--- src/rtl/zero_compare_pipe.sv ---
// zero_compare_pipe: pipelined A-vs-zero / A-vs-B (signed or unsigned) comparator producing
// six relation flags plus a TAKEN bit for the selected branch/set condition.
// Latency LATENCY (1 or 2) cycles from input transfer to out_valid_o; one result per cycle unstalled.
// Backpressure: in_ready_o follows the stage advance chain; a stalled result holds every output stable.
// Build macro ZC_TAKEN_COUNT_EN adds the saturating taken-result counter on taken_count_o.
module zero_compare_pipe #(
  parameter int WIDTH   = 32,
  parameter int LATENCY = 2,
  parameter int COUNT_W = 16
) (
  input  logic               clk_i,
  input  logic               rst_i,
  input  logic               in_valid_i,
  output logic               in_ready_o,
  input  logic [WIDTH-1:0]   a_i,
  input  logic [WIDTH-1:0]   b_i,
  input  logic [1:0]         mode_i,
  input  logic [2:0]         cond_i,
  output logic               out_valid_o,
  input  logic               out_ready_i,
  output logic               lt_o,
  output logic               le_o,
  output logic               gt_o,
  output logic               ge_o,
  output logic               eq_o,
  output logic               ne_o,
  output logic               taken_o,
  input  logic               clr_count_i,
  output logic [COUNT_W-1:0] taken_count_o
);

  localparam logic [1:0] MODE_SIGNED   = 2'd1;
  localparam logic [1:0] MODE_UNSIGNED = 2'd2;

  localparam logic [2:0] COND_LT     = 3'd0;
  localparam logic [2:0] COND_LE     = 3'd1;
  localparam logic [2:0] COND_GT     = 3'd2;
  localparam logic [2:0] COND_GE     = 3'd3;
  localparam logic [2:0] COND_EQ     = 3'd4;
  localparam logic [2:0] COND_NE     = 3'd5;
  localparam logic [2:0] COND_ALWAYS = 3'd6;

  typedef struct packed {
    logic taken;
    logic ne;
    logic eq;
    logic ge;
    logic gt;
    logic le;
    logic lt;
  } flags_t;

  // A is sign-extended except in unsigned mode; mode 0 (and 3) is a signed compare against zero.
  function automatic logic [WIDTH:0] ext_a(input logic [WIDTH-1:0] a, input logic [1:0] mode);
    ext_a = (mode == MODE_UNSIGNED) ? {1'b0, a} : {a[WIDTH-1], a};
  endfunction

  // X is B extended to match A's interpretation, or zero for the compare-against-zero modes.
  function automatic logic [WIDTH:0] ext_x(input logic [WIDTH-1:0] b, input logic [1:0] mode);
    case (mode)
      MODE_SIGNED:   ext_x = {b[WIDTH-1], b};
      MODE_UNSIGNED: ext_x = {1'b0, b};
      default:       ext_x = '0;
    endcase
  endfunction

  // One extra bit of headroom means the difference never overflows, so its top bit is the
  // true "A below X" indication in both the signed and the unsigned (borrow) interpretation.
  function automatic flags_t eval_flags(input logic [WIDTH:0] a_ext,
                                        input logic [WIDTH:0] x_ext,
                                        input logic [2:0]     cond);
    logic [WIDTH:0] diff;
    flags_t         f;
    f      = '0;
    diff   = a_ext - x_ext;
    f.lt   = diff[WIDTH];
    f.eq   = (a_ext == x_ext);
    f.le   = f.lt | f.eq;
    f.gt   = ~f.le;
    f.ge   = ~f.lt;
    f.ne   = ~f.eq;
    case (cond)
      COND_LT:     f.taken = f.lt;
      COND_LE:     f.taken = f.le;
      COND_GT:     f.taken = f.gt;
      COND_GE:     f.taken = f.ge;
      COND_EQ:     f.taken = f.eq;
      COND_NE:     f.taken = f.ne;
      COND_ALWAYS: f.taken = 1'b1;
      default:     f.taken = 1'b0;
    endcase
    return f;
  endfunction

  // Final (result) stage, shared by both latency configurations.
  flags_t res_q;
  flags_t res_d;
  logic   res_vld_q;
  logic   res_adv;       // result stage can take a new entry this cycle
  logic   res_feed_vld;  // upstream offers a valid entry to the result stage

  assign res_adv = ~res_vld_q | out_ready_i;

  generate
    if (LATENCY == 2) begin : g_lat2
      logic             s1_vld_q;
      logic [WIDTH:0]   s1_a_q;
      logic [WIDTH:0]   s1_x_q;
      logic [2:0]       s1_cond_q;
      logic [WIDTH:0]   s1_a_d;
      logic [WIDTH:0]   s1_x_d;

      assign in_ready_o   = ~s1_vld_q | res_adv;
      assign res_feed_vld = s1_vld_q;

      // Operand extension happens ahead of the stage-1 register so stage 2 only subtracts.
      always_comb begin
        s1_a_d = ext_a(a_i, mode_i);
        s1_x_d = ext_x(b_i, mode_i);
      end

      // Stage-1 valid bit: refills (or empties) whenever the stage advances.
      always_ff @(posedge clk_i or posedge rst_i) begin
        if (rst_i) begin
          s1_vld_q <= 1'b0;
        end else if (in_ready_o) begin
          s1_vld_q <= in_valid_i;
        end
      end

      // Stage-1 operand capture, only on a real input transfer.
      always_ff @(posedge clk_i or posedge rst_i) begin
        if (rst_i) begin
          s1_a_q    <= '0;
          s1_x_q    <= '0;
          s1_cond_q <= '0;
        end else if (in_valid_i && in_ready_o) begin
          s1_a_q    <= s1_a_d;
          s1_x_q    <= s1_x_d;
          s1_cond_q <= cond_i;
        end
      end

      // Flags for stage 2 come from the registered, already-extended operands.
      always_comb begin
        res_d = eval_flags(s1_a_q, s1_x_q, s1_cond_q);
      end
    end else if (LATENCY == 1) begin : g_lat1
      assign in_ready_o   = res_adv;
      assign res_feed_vld = in_valid_i;

      // Flags are computed straight from the input operands.
      always_comb begin
        res_d = eval_flags(ext_a(a_i, mode_i), ext_x(b_i, mode_i), cond_i);
      end
    end else begin : g_lat_bad
      $error("zero_compare_pipe: LATENCY must be 1 or 2");
    end
  endgenerate

  // Result valid bit: cleared on reset so in-flight work never surfaces after a reset.
  always_ff @(posedge clk_i or posedge rst_i) begin
    if (rst_i) begin
      res_vld_q <= 1'b0;
    end else if (res_adv) begin
      res_vld_q <= res_feed_vld;
    end
  end

  // Result flags load only on a transfer into the stage, so they hold through stalls and idles.
  always_ff @(posedge clk_i or posedge rst_i) begin
    if (rst_i) begin
      res_q <= '0;
    end else if (res_adv && res_feed_vld) begin
      res_q <= res_d;
    end
  end

  assign out_valid_o = res_vld_q;
  assign lt_o        = res_q.lt;
  assign le_o        = res_q.le;
  assign gt_o        = res_q.gt;
  assign ge_o        = res_q.ge;
  assign eq_o        = res_q.eq;
  assign ne_o        = res_q.ne;
  assign taken_o     = res_q.taken;

`ifdef ZC_TAKEN_COUNT_EN
  logic [COUNT_W-1:0] cnt_q;
  logic [COUNT_W-1:0] cnt_d;

  // Clear wins over a same-cycle increment; increments stop at all-ones.
  always_comb begin
    cnt_d = cnt_q;
    if (clr_count_i) begin
      cnt_d = '0;
    end else if (res_vld_q && out_ready_i && res_q.taken && (cnt_q != {COUNT_W{1'b1}})) begin
      cnt_d = cnt_q + COUNT_W'(1);
    end
  end

  // Taken-result counter register.
  always_ff @(posedge clk_i or posedge rst_i) begin
    if (rst_i) begin
      cnt_q <= '0;
    end else begin
      cnt_q <= cnt_d;
    end
  end

  assign taken_count_o = cnt_q;
`else
  logic unused_clr_count;

  assign unused_clr_count = clr_count_i;
  assign taken_count_o    = '0;
`endif

endmodule

--- config.mk ---
export PLATFORM = sky130hd
export DESIGN_NAME = zero_compare_pipe
export DESIGN_NICKNAME = d
export VERILOG_FILES = /design/src/rtl/zero_compare_pipe.sv
export SDC_FILE = /design/constraint.sdc
export NUM_CORES = 1
export LEC_CHECK = 0
export ABC_AREA = 1
export BUFFER_PORTS_ARGS = -buffer_cell sky130_fd_sc_hd__buf_2
export CORE_ASPECT_RATIO = 1.75
export CORE_MARGIN = 2
export CORE_UTILIZATION = 25
export CTS_CLUSTER_DIAMETER = 40
export DETAILED_ROUTE_END_ITERATION = 12
export GPL_ROUTABILITY_DRIVEN = 1
export PLACE_DENSITY_LB_ADDON = 0.25
export SYNTH_ARGS = -nofsm -noshare
export SYNTH_HDL_FRONTEND = slang
export SYNTH_SLANG_ARGS = --single-unit
--- constraint.sdc ---
create_clock -name clk_i -period 6.6 [get_ports clk_i]
set_clock_uncertainty 0.15 [all_clocks]
set_input_delay 0.33 -clock clk_i [delete_from_list [all_inputs] [get_ports clk_i]]
set_output_delay 0.33 -clock clk_i [all_outputs]
set_load 0.02 [all_outputs]
==> impl_metrics.yaml, run 1 <==
run_status:
  status: "finished clean"
finish:
  final_area_sq_um: 4930
  nets: 675
  drive_gt1_frac: 0.227
  fin_util: 0.302
  syn2layout_area_growth_pct: 19.5
synthesis:
  ys_ff_latch: 78
  synthesis.instances: 490
  yosys.area.top_type: "dfrtp_1"
  synth_top_area_share: 0.473
  synth_cell_types: 27
  syn_area_sq_um: 4120
  avgSynthCellArea_sq_um: 8.41
  synth.area.top_cells: "dfrtp_1 47%, nand2_1 14%, ha_1 10%"
  synth_warnings: 0
  synth-seq-area-share: 0.473
setup_path:
  path_max_fanout: 56
  cp-start-kind: "flip-flop"
  critical_path_arrival_ns: 2.60
  critPathKind: "flip-flop to flip-flop"
  end_kind: "flip-flop"
  worstPathRequired_ns: 6.70
routing:
  first_iter_violations: 109
  drtPass1Iterations: 4
  routed_wl_microns: 9720
  ant_nets: 0
  via_per_inst: 4.24
  drc_errors: 0
  via_count: 3246
  wl_per_cell_microns: 12.7
sta:
  finalCriticalPeriod_ns: 2.49
  setup_ws_ns: 4.11
  slew_viol_final: 0
  slew_headroom: 0.313
  hold_viol: 0
  rsz0062_at_grt: "no"
  tightest_slew_ns: 1.03
  fin_crit_sh: 0.378
  fmax_mhz: 401
  setup_tns_ns: 0
  setup_viol: 0
clock_network:
  cts_num_sinks: 78
  cts_setup_buffers: 0
  cts_buffers: 9
  tritoncts: "done"
  cts.clk_slew.worst_paths_ns: 0.06
  hold_buffers: 0
  cts_htree_levels: 3
  cts-resized-gates: 0
  cts.path.max_buffers: 2
  cts_root_buf: "clkbuf_16"
  clock_latency_ns: 0.33
placed_design:
  io_buffers: 81
  place_area_sq_um: 4660
  hpwl_microns: 7150
  place_congestion: 0.722
  pre_cts_slack_ns: 3.96
power_and_ir_drop:
  p_leak_nw: 2.54
  vdd_drop_max_mv: 0.101
  power_mw: 1.40
  p_per_area_nw_per_um2: 284
die:
  die_width_microns: 101
  pin_count: 99
  die_area_sq_um: 17600
  start_util: 0.253
  num_rows: 62
  floorplan.die.height_microns: 174
  coreArea_sq_um: 16300
global_routing:
  grt.total_usage: 0.119
  grt_overflow: 0
  grt_pass1_wl_microns: 16300
  antenna_found_initial: 1
  grt_start_max_net_pins: 79
  grt_pass1_vias: 3417
min_path:
  min_path_type: "input pin to flip-flop"
job:
  cap_viol_max_count: 0
## worst paths after layout
check | startpoint | to | slack [ns] | cells past startpoint
worst min-delay path | a_i[18] | g_lat2.s1_a_q[18] | 0.04 | 3
worst max register to register | out_valid_o | g_lat2.s1_a_q[32] | 4.11 | 7
max in group asynchronous | rst_i | g_lat2.s1_x_q[2] | 5.45 | 3
worst min register to register | lt_o | lt_o | 0.33 | 2
min in group asynchronous | rst_i | g_lat2.s1_x_q[15] | 0.13 | 3
worst max-delay path | out_valid_o | g_lat2.s1_a_q[32] | 4.11 | 7
## worst max-delay path, cell delays in order, from the launching register on
cell and delay [ns]:
dfrtp_1 0.39, nand3_1 0.13, nand2_1 0.06, buf_4 0.27, inv_2 0.54, buf_4 0.54
nand2_1 0.15, o21ai_0 0.16
## per-layer routing
layer	routed length [microns]	GRT usage
met3	353	0.0258
met4	246	0.0484
met1	3850	0.132
met5	0	0
met2	5270	0.215
## layout by cell type, fill, tap and decap left out, types with 4 or more instances in the layout
| cell | n |
|---|---|
| nor2_1 | 13 |
| nand3_1 | 41 |
| ha_1 | 34 |
| buf_4 | 4 |
| a21oi_1 | 14 |
| buf_2 | 81 |
| conb_1 | 16 |
| clkinv_2 | 5 |
| o21ai_0 | 41 |
| inv_1 | 46 |
| nand2_2 | 12 |
| nor2_4 | 5 |
| dfrtp_1 | 78 |
| nand2_1 | 151 |
| clkbuf_16 | 9 |
## power by group
| group | internal (mW) | switching (mW) | total, mW |
|---|---|---|---|
| Combinational | 0.134 | 0.231 | 0.364 |
| Clock | 0.253 | 0.198 | 0.451 |
| Sequential | 0.548 | 0.0351 | 0.583 |
| Total | 0.935 | 0.463 | 1.40 |
## stage by stage
| step | cells | hold slack (ns) |
|---|---|---|
| 5_1_grt | 765 | 0.0284 |
| 2_1_floorplan | 505 | 0.290 |
| 4_1_cts | 764 | 0.0251 |
| 3_5_place_dp | 748 | 0.319 |
| 3_3_place_gp | 748 | 0.317 |
| 6_report | 765 | 0.0415 |
## synth_stat cells (all sizes together)
| master | n |
|---|---|
| a21oi | 15 |
| nand4 | 1 |
| o31ai | 1 |
| nand2 | 163 |
| clkbuf | 7 |
| a21o | 1 |
| xnor2 | 1 |
| conb | 1 |
| inv | 50 |
| nor2 | 21 |
| ha | 34 |
| mux2 | 1 |
| o21a | 2 |
| dfrtp | 78 |
| nand3 | 42 |
| nor3 | 1 |
| clkinv | 1 |
| buf | 27 |
| o21ai | 43 |
## kinds of logic after synthesis
logic type / synth area share
XOR/XNOR: 0.00395
multiplexers: 0.00273
buffers and inverters: 0.0956
AO/OA/AOI/OAI: 0.0786
adder cells (fa/ha/maj): 0.103
other: 0.000910
flip-flops: 0.473
AND/OR/NAND/NOR: 0.242
## layout make-up
cell class,count,area [sq um]
fillers,1798,11400
flip-flops and latches,78,1950
multi-input cells,342,1840
repair buffers,85,435
well taps,192,240
clock buffers,10,229
inverters,51,194
clock inverters,6,38.8
diodes,1,2.50
## registers in the layout, indices dropped and copies added, names as in the netlist
register          count
lt_o                  1
g_lat2.s1_x_q        33
g_lat2.s1_vld_q       1
le_o                  1
taken_o               1
g_lat2.s1_cond_q      3
g_lat2.s1_a_q        33
ne_o                  1
gt_o                  1
out_valid_o           1
eq_o                  1
ge_o                  1
No activity file was read; power rests on OpenSTA's default activity.
==> run 2: changes to the inputs <==
Settings changed: ABC_AREA 1 to 0.
Clock period 6.6 ns to 2.6 ns, I/O delays scaled along.
==> impl_metrics.yaml, run 2 <==
setup_path:
  path_max_fanout: 3
  r2r-start: "g_lat2.s1_a_q[13]"
  worstPathRequired_ns: 2.67
  reg2reg_depth: 9
  rrSetupSlack_ns: -0.03
  critical_path_arrival_ns: 2.69
  cp-start-kind: "flip-flop"
  regToRegEndpoint: "taken_o"
  end_kind: "flip-flop"
  critPathKind: "flip-flop to flip-flop"
routing:
  via_count: 3293
  via_per_inst: 4.32
  drtPass1Iterations: 4
  ant_nets: 0
  first_iter_violations: 70
  routed_wl_microns: 10100
  drc_errors: 0
  wl_per_cell_microns: 13.2
clock_network:
  cts_num_sinks: 78
  cts_htree_levels: 3
  cts.path.max_buffers: 2
  cts_root_buf: "clkbuf_16"
  cts_buffers: 9
  clock_latency_ns: 0.34
  tritoncts: "done"
  cts.clk_slew.worst_paths_ns: 0.06
synthesis:
  synth_warnings: 0
  async_reset_ff_frac: 1.00
  synth.area.top_cells: "dfrtp_1 48%, ha_1 10%, mux2_2 9.9%"
  synth_flop_cell: "dfrtp_1"
  synth_top_area_share: 0.476
  synthesis.instances: 403
  ys_top_cells_by_count: "78 x dfrtp_1, 77 x nand2_1, 39 x o21ai_0"
  yosys.area.top_type: "dfrtp_1"
  syn_area_sq_um: 4100
  yosysMostFrequentCell: "dfrtp_1"
  ys_ff_latch: 78
  synth-edff-count: 0
  synth-seq-area-share: 0.476
  synth_cell_types: 42
  avgSynthCellArea_sq_um: 10.2
power_and_ir_drop:
  vdd_drop_max_mv: 0.286
  clock_power_share: 0.351
  combinationalPowerShare: 0.249
  p_int_mw: 2.59
  seqPwrFrac: 0.400
  p_leak_nw: 2.65
  switchingPower_mw: 1.09
  p_per_area_nw_per_um2: 625
  switching_share: 0.295
sta:
  rsz0062_at_grt: "yes"
  setup_viol: 1
  slew_viol_final: 0
  fin_crit_sh: 1.01
  hold_ws_ns: 0.107
  slew_headroom: 0.428
  tightest_slew_ns: 0.859
  finalCriticalPeriod_ns: 2.63
  fmax_mhz: 381
  hold_viol: 0
  setup_ws_ns: -0.0253
finish:
  nets: 673
  layout_commonest_cell: "buf_2"
  syn2layout_area_growth_pct: 43.4
  drive_gt1_frac: 0.300
  num_antenna_cells: 0
  reg_top3: "g_lat2.s1_a_q (33), g_lat2.s1_x_q (33), g_lat2.s1_cond_q (3)"
  fin_cells: 762
  final_cell_mix: "81 x buf_2, 78 x dfrtp_1, 76 x nand2_1"
  fin_util: 0.363
global_routing:
  grt_pass1_vias: 3527
  grt_start_max_net_pins: 45
  grt_pass1_wl_microns: 16900
  antenna_found_initial: 0
  grt_overflow: 0
  grt.total_usage: 0.123
placed_design:
  hpwl_microns: 7450
  pre_cts_slack_ns: -0.190
  dp.cells: 670
  io_buffers: 81
  place_congestion: 0.728
min_path:
  whs_endpoint: "g_lat2.s1_a_q[32]"
  min_path_type: "input pin to flip-flop"
  min_from: "mode_i[1]"
  min_path_cells: 4
die:
  die_area_sq_um: 17500
  coreArea_sq_um: 16200
  start_util: 0.253
  die_width_microns: 101
  floorplan.die.height_microns: 173
  pin_count: 99
  num_rows: 62
run_status:
  status: "finished with violations"
  violations: "negative setup slack"
job:
  cap_viol_max_count: 0
run 2: cell types whose count changed after synthesis, moves of 5 or more:
cell,change
buf_2,-10
inv_1,-12
nand3_1,-37
nand2_2,-12
nand2_1,-74
nor2_4,-5
mux2_2,+35
clkbuf_1,+6
run 2: critical path: stages (launching register included):
cell and delay [ns]:
dfrtp_1 0.41, ha_4 0.28, nand4_1 0.19, nor4_4 0.38
buf_4 0.18, nand3_2 0.06, o21a_1 0.21, xnor2_1 0.13
a21o_1 0.18, o32a_1 0.33
run 2: logic make-up after synthesis:
family / share of synthesized area
xor+xnor: 0.0110
other cells: 0.000914
buf+inv: 0.0753
fa+ha+maj: 0.104
mux: 0.101
compound gates: 0.0976
flops: 0.476
simple gates: 0.135
run 2: worst max path at each step:
| stage | startpoint | end | slack, ns | cells after the start |
|---|---|---|---|---|
| floorplan | g_lat2.s1_a_q[14] | taken_o | 0.24 | 8 |
| global placement | g_lat2.s1_a_q[11] | taken_o | -0.16 | 8 |
| detailed placement | g_lat2.s1_a_q[11] | taken_o | -0.19 | 8 |
| CTS | g_lat2.s1_a_q[13] | taken_o | -0.03 | 8 |
| global route | g_lat2.s1_a_q[15] | taken_o | -0.11 | 8 |
| finish | g_lat2.s1_a_q[13] | taken_o | -0.03 | 9 |
run 2: final cells by class:
| type | instances | area, sq um |
|---|---|---|
| Clock buffer | 10 | 239 |
| Sequential cell | 78 | 1950 |
| Multi-Input combinational cell | 274 | 1990 |
| Timing Repair Buffer | 166 | 1260 |
| Clock inverter | 6 | 70.1 |
| Tap cell | 192 | 240 |
| Inverter | 36 | 136 |
| Fill cell | 1624 | 10300 |
run 2: per-layer routing:
layer | GRT usage | share of wire | vias to the layer above
met5 | 0 | 0 | -
met4 | 0.0462 | 0.016 | 0
met3 | 0.0202 | 0.032 | 11
met2 | 0.235 | 0.57 | 62
met1 | 0.131 | 0.38 | 1576
li1 | - | - | 1644
run 2: repair_timing:
| item | in CTS | in global routing |
|---|---|---|
| buffers inserted | 6 | 0 |
| endpoints found under the hold margin | 113 | 0 |
| setup endpoints to repair | 5 | 5 |
| hold buffers | 70 | 0 |
| pin swaps | 8 | 3 |
| resized for setup | 10 | 3 |
run 2: metrics by stage:
| step | TNS (ns) | power (mW) | cell area [sq um] |
|---|---|---|---|
| floorplan | 0 | 2.04 | 4160 |
| global placement | -0.602 | 2.28 | 4750 |
| detailed placement | -0.714 | 2.31 | 4750 |
| CTS | -0.0594 | 3.75 | 5880 |
| global route | -0.335 | 3.93 | 5890 |
| finish | -0.0253 | 3.68 | 5890 |
run 2: power groups by stage:
stage / registers [mW] / clock network [mW] / logic (mW)
after global routing: 1.49 / 1.40 / 1.04
final: 1.47 / 1.29 / 0.917
after global placement: 1.49 / 0 / 0.789
after floorplan: 1.50 / 0 / 0.534
after CTS: 1.48 / 1.34 / 0.933
after detailed placement: 1.49 / 0 / 0.812
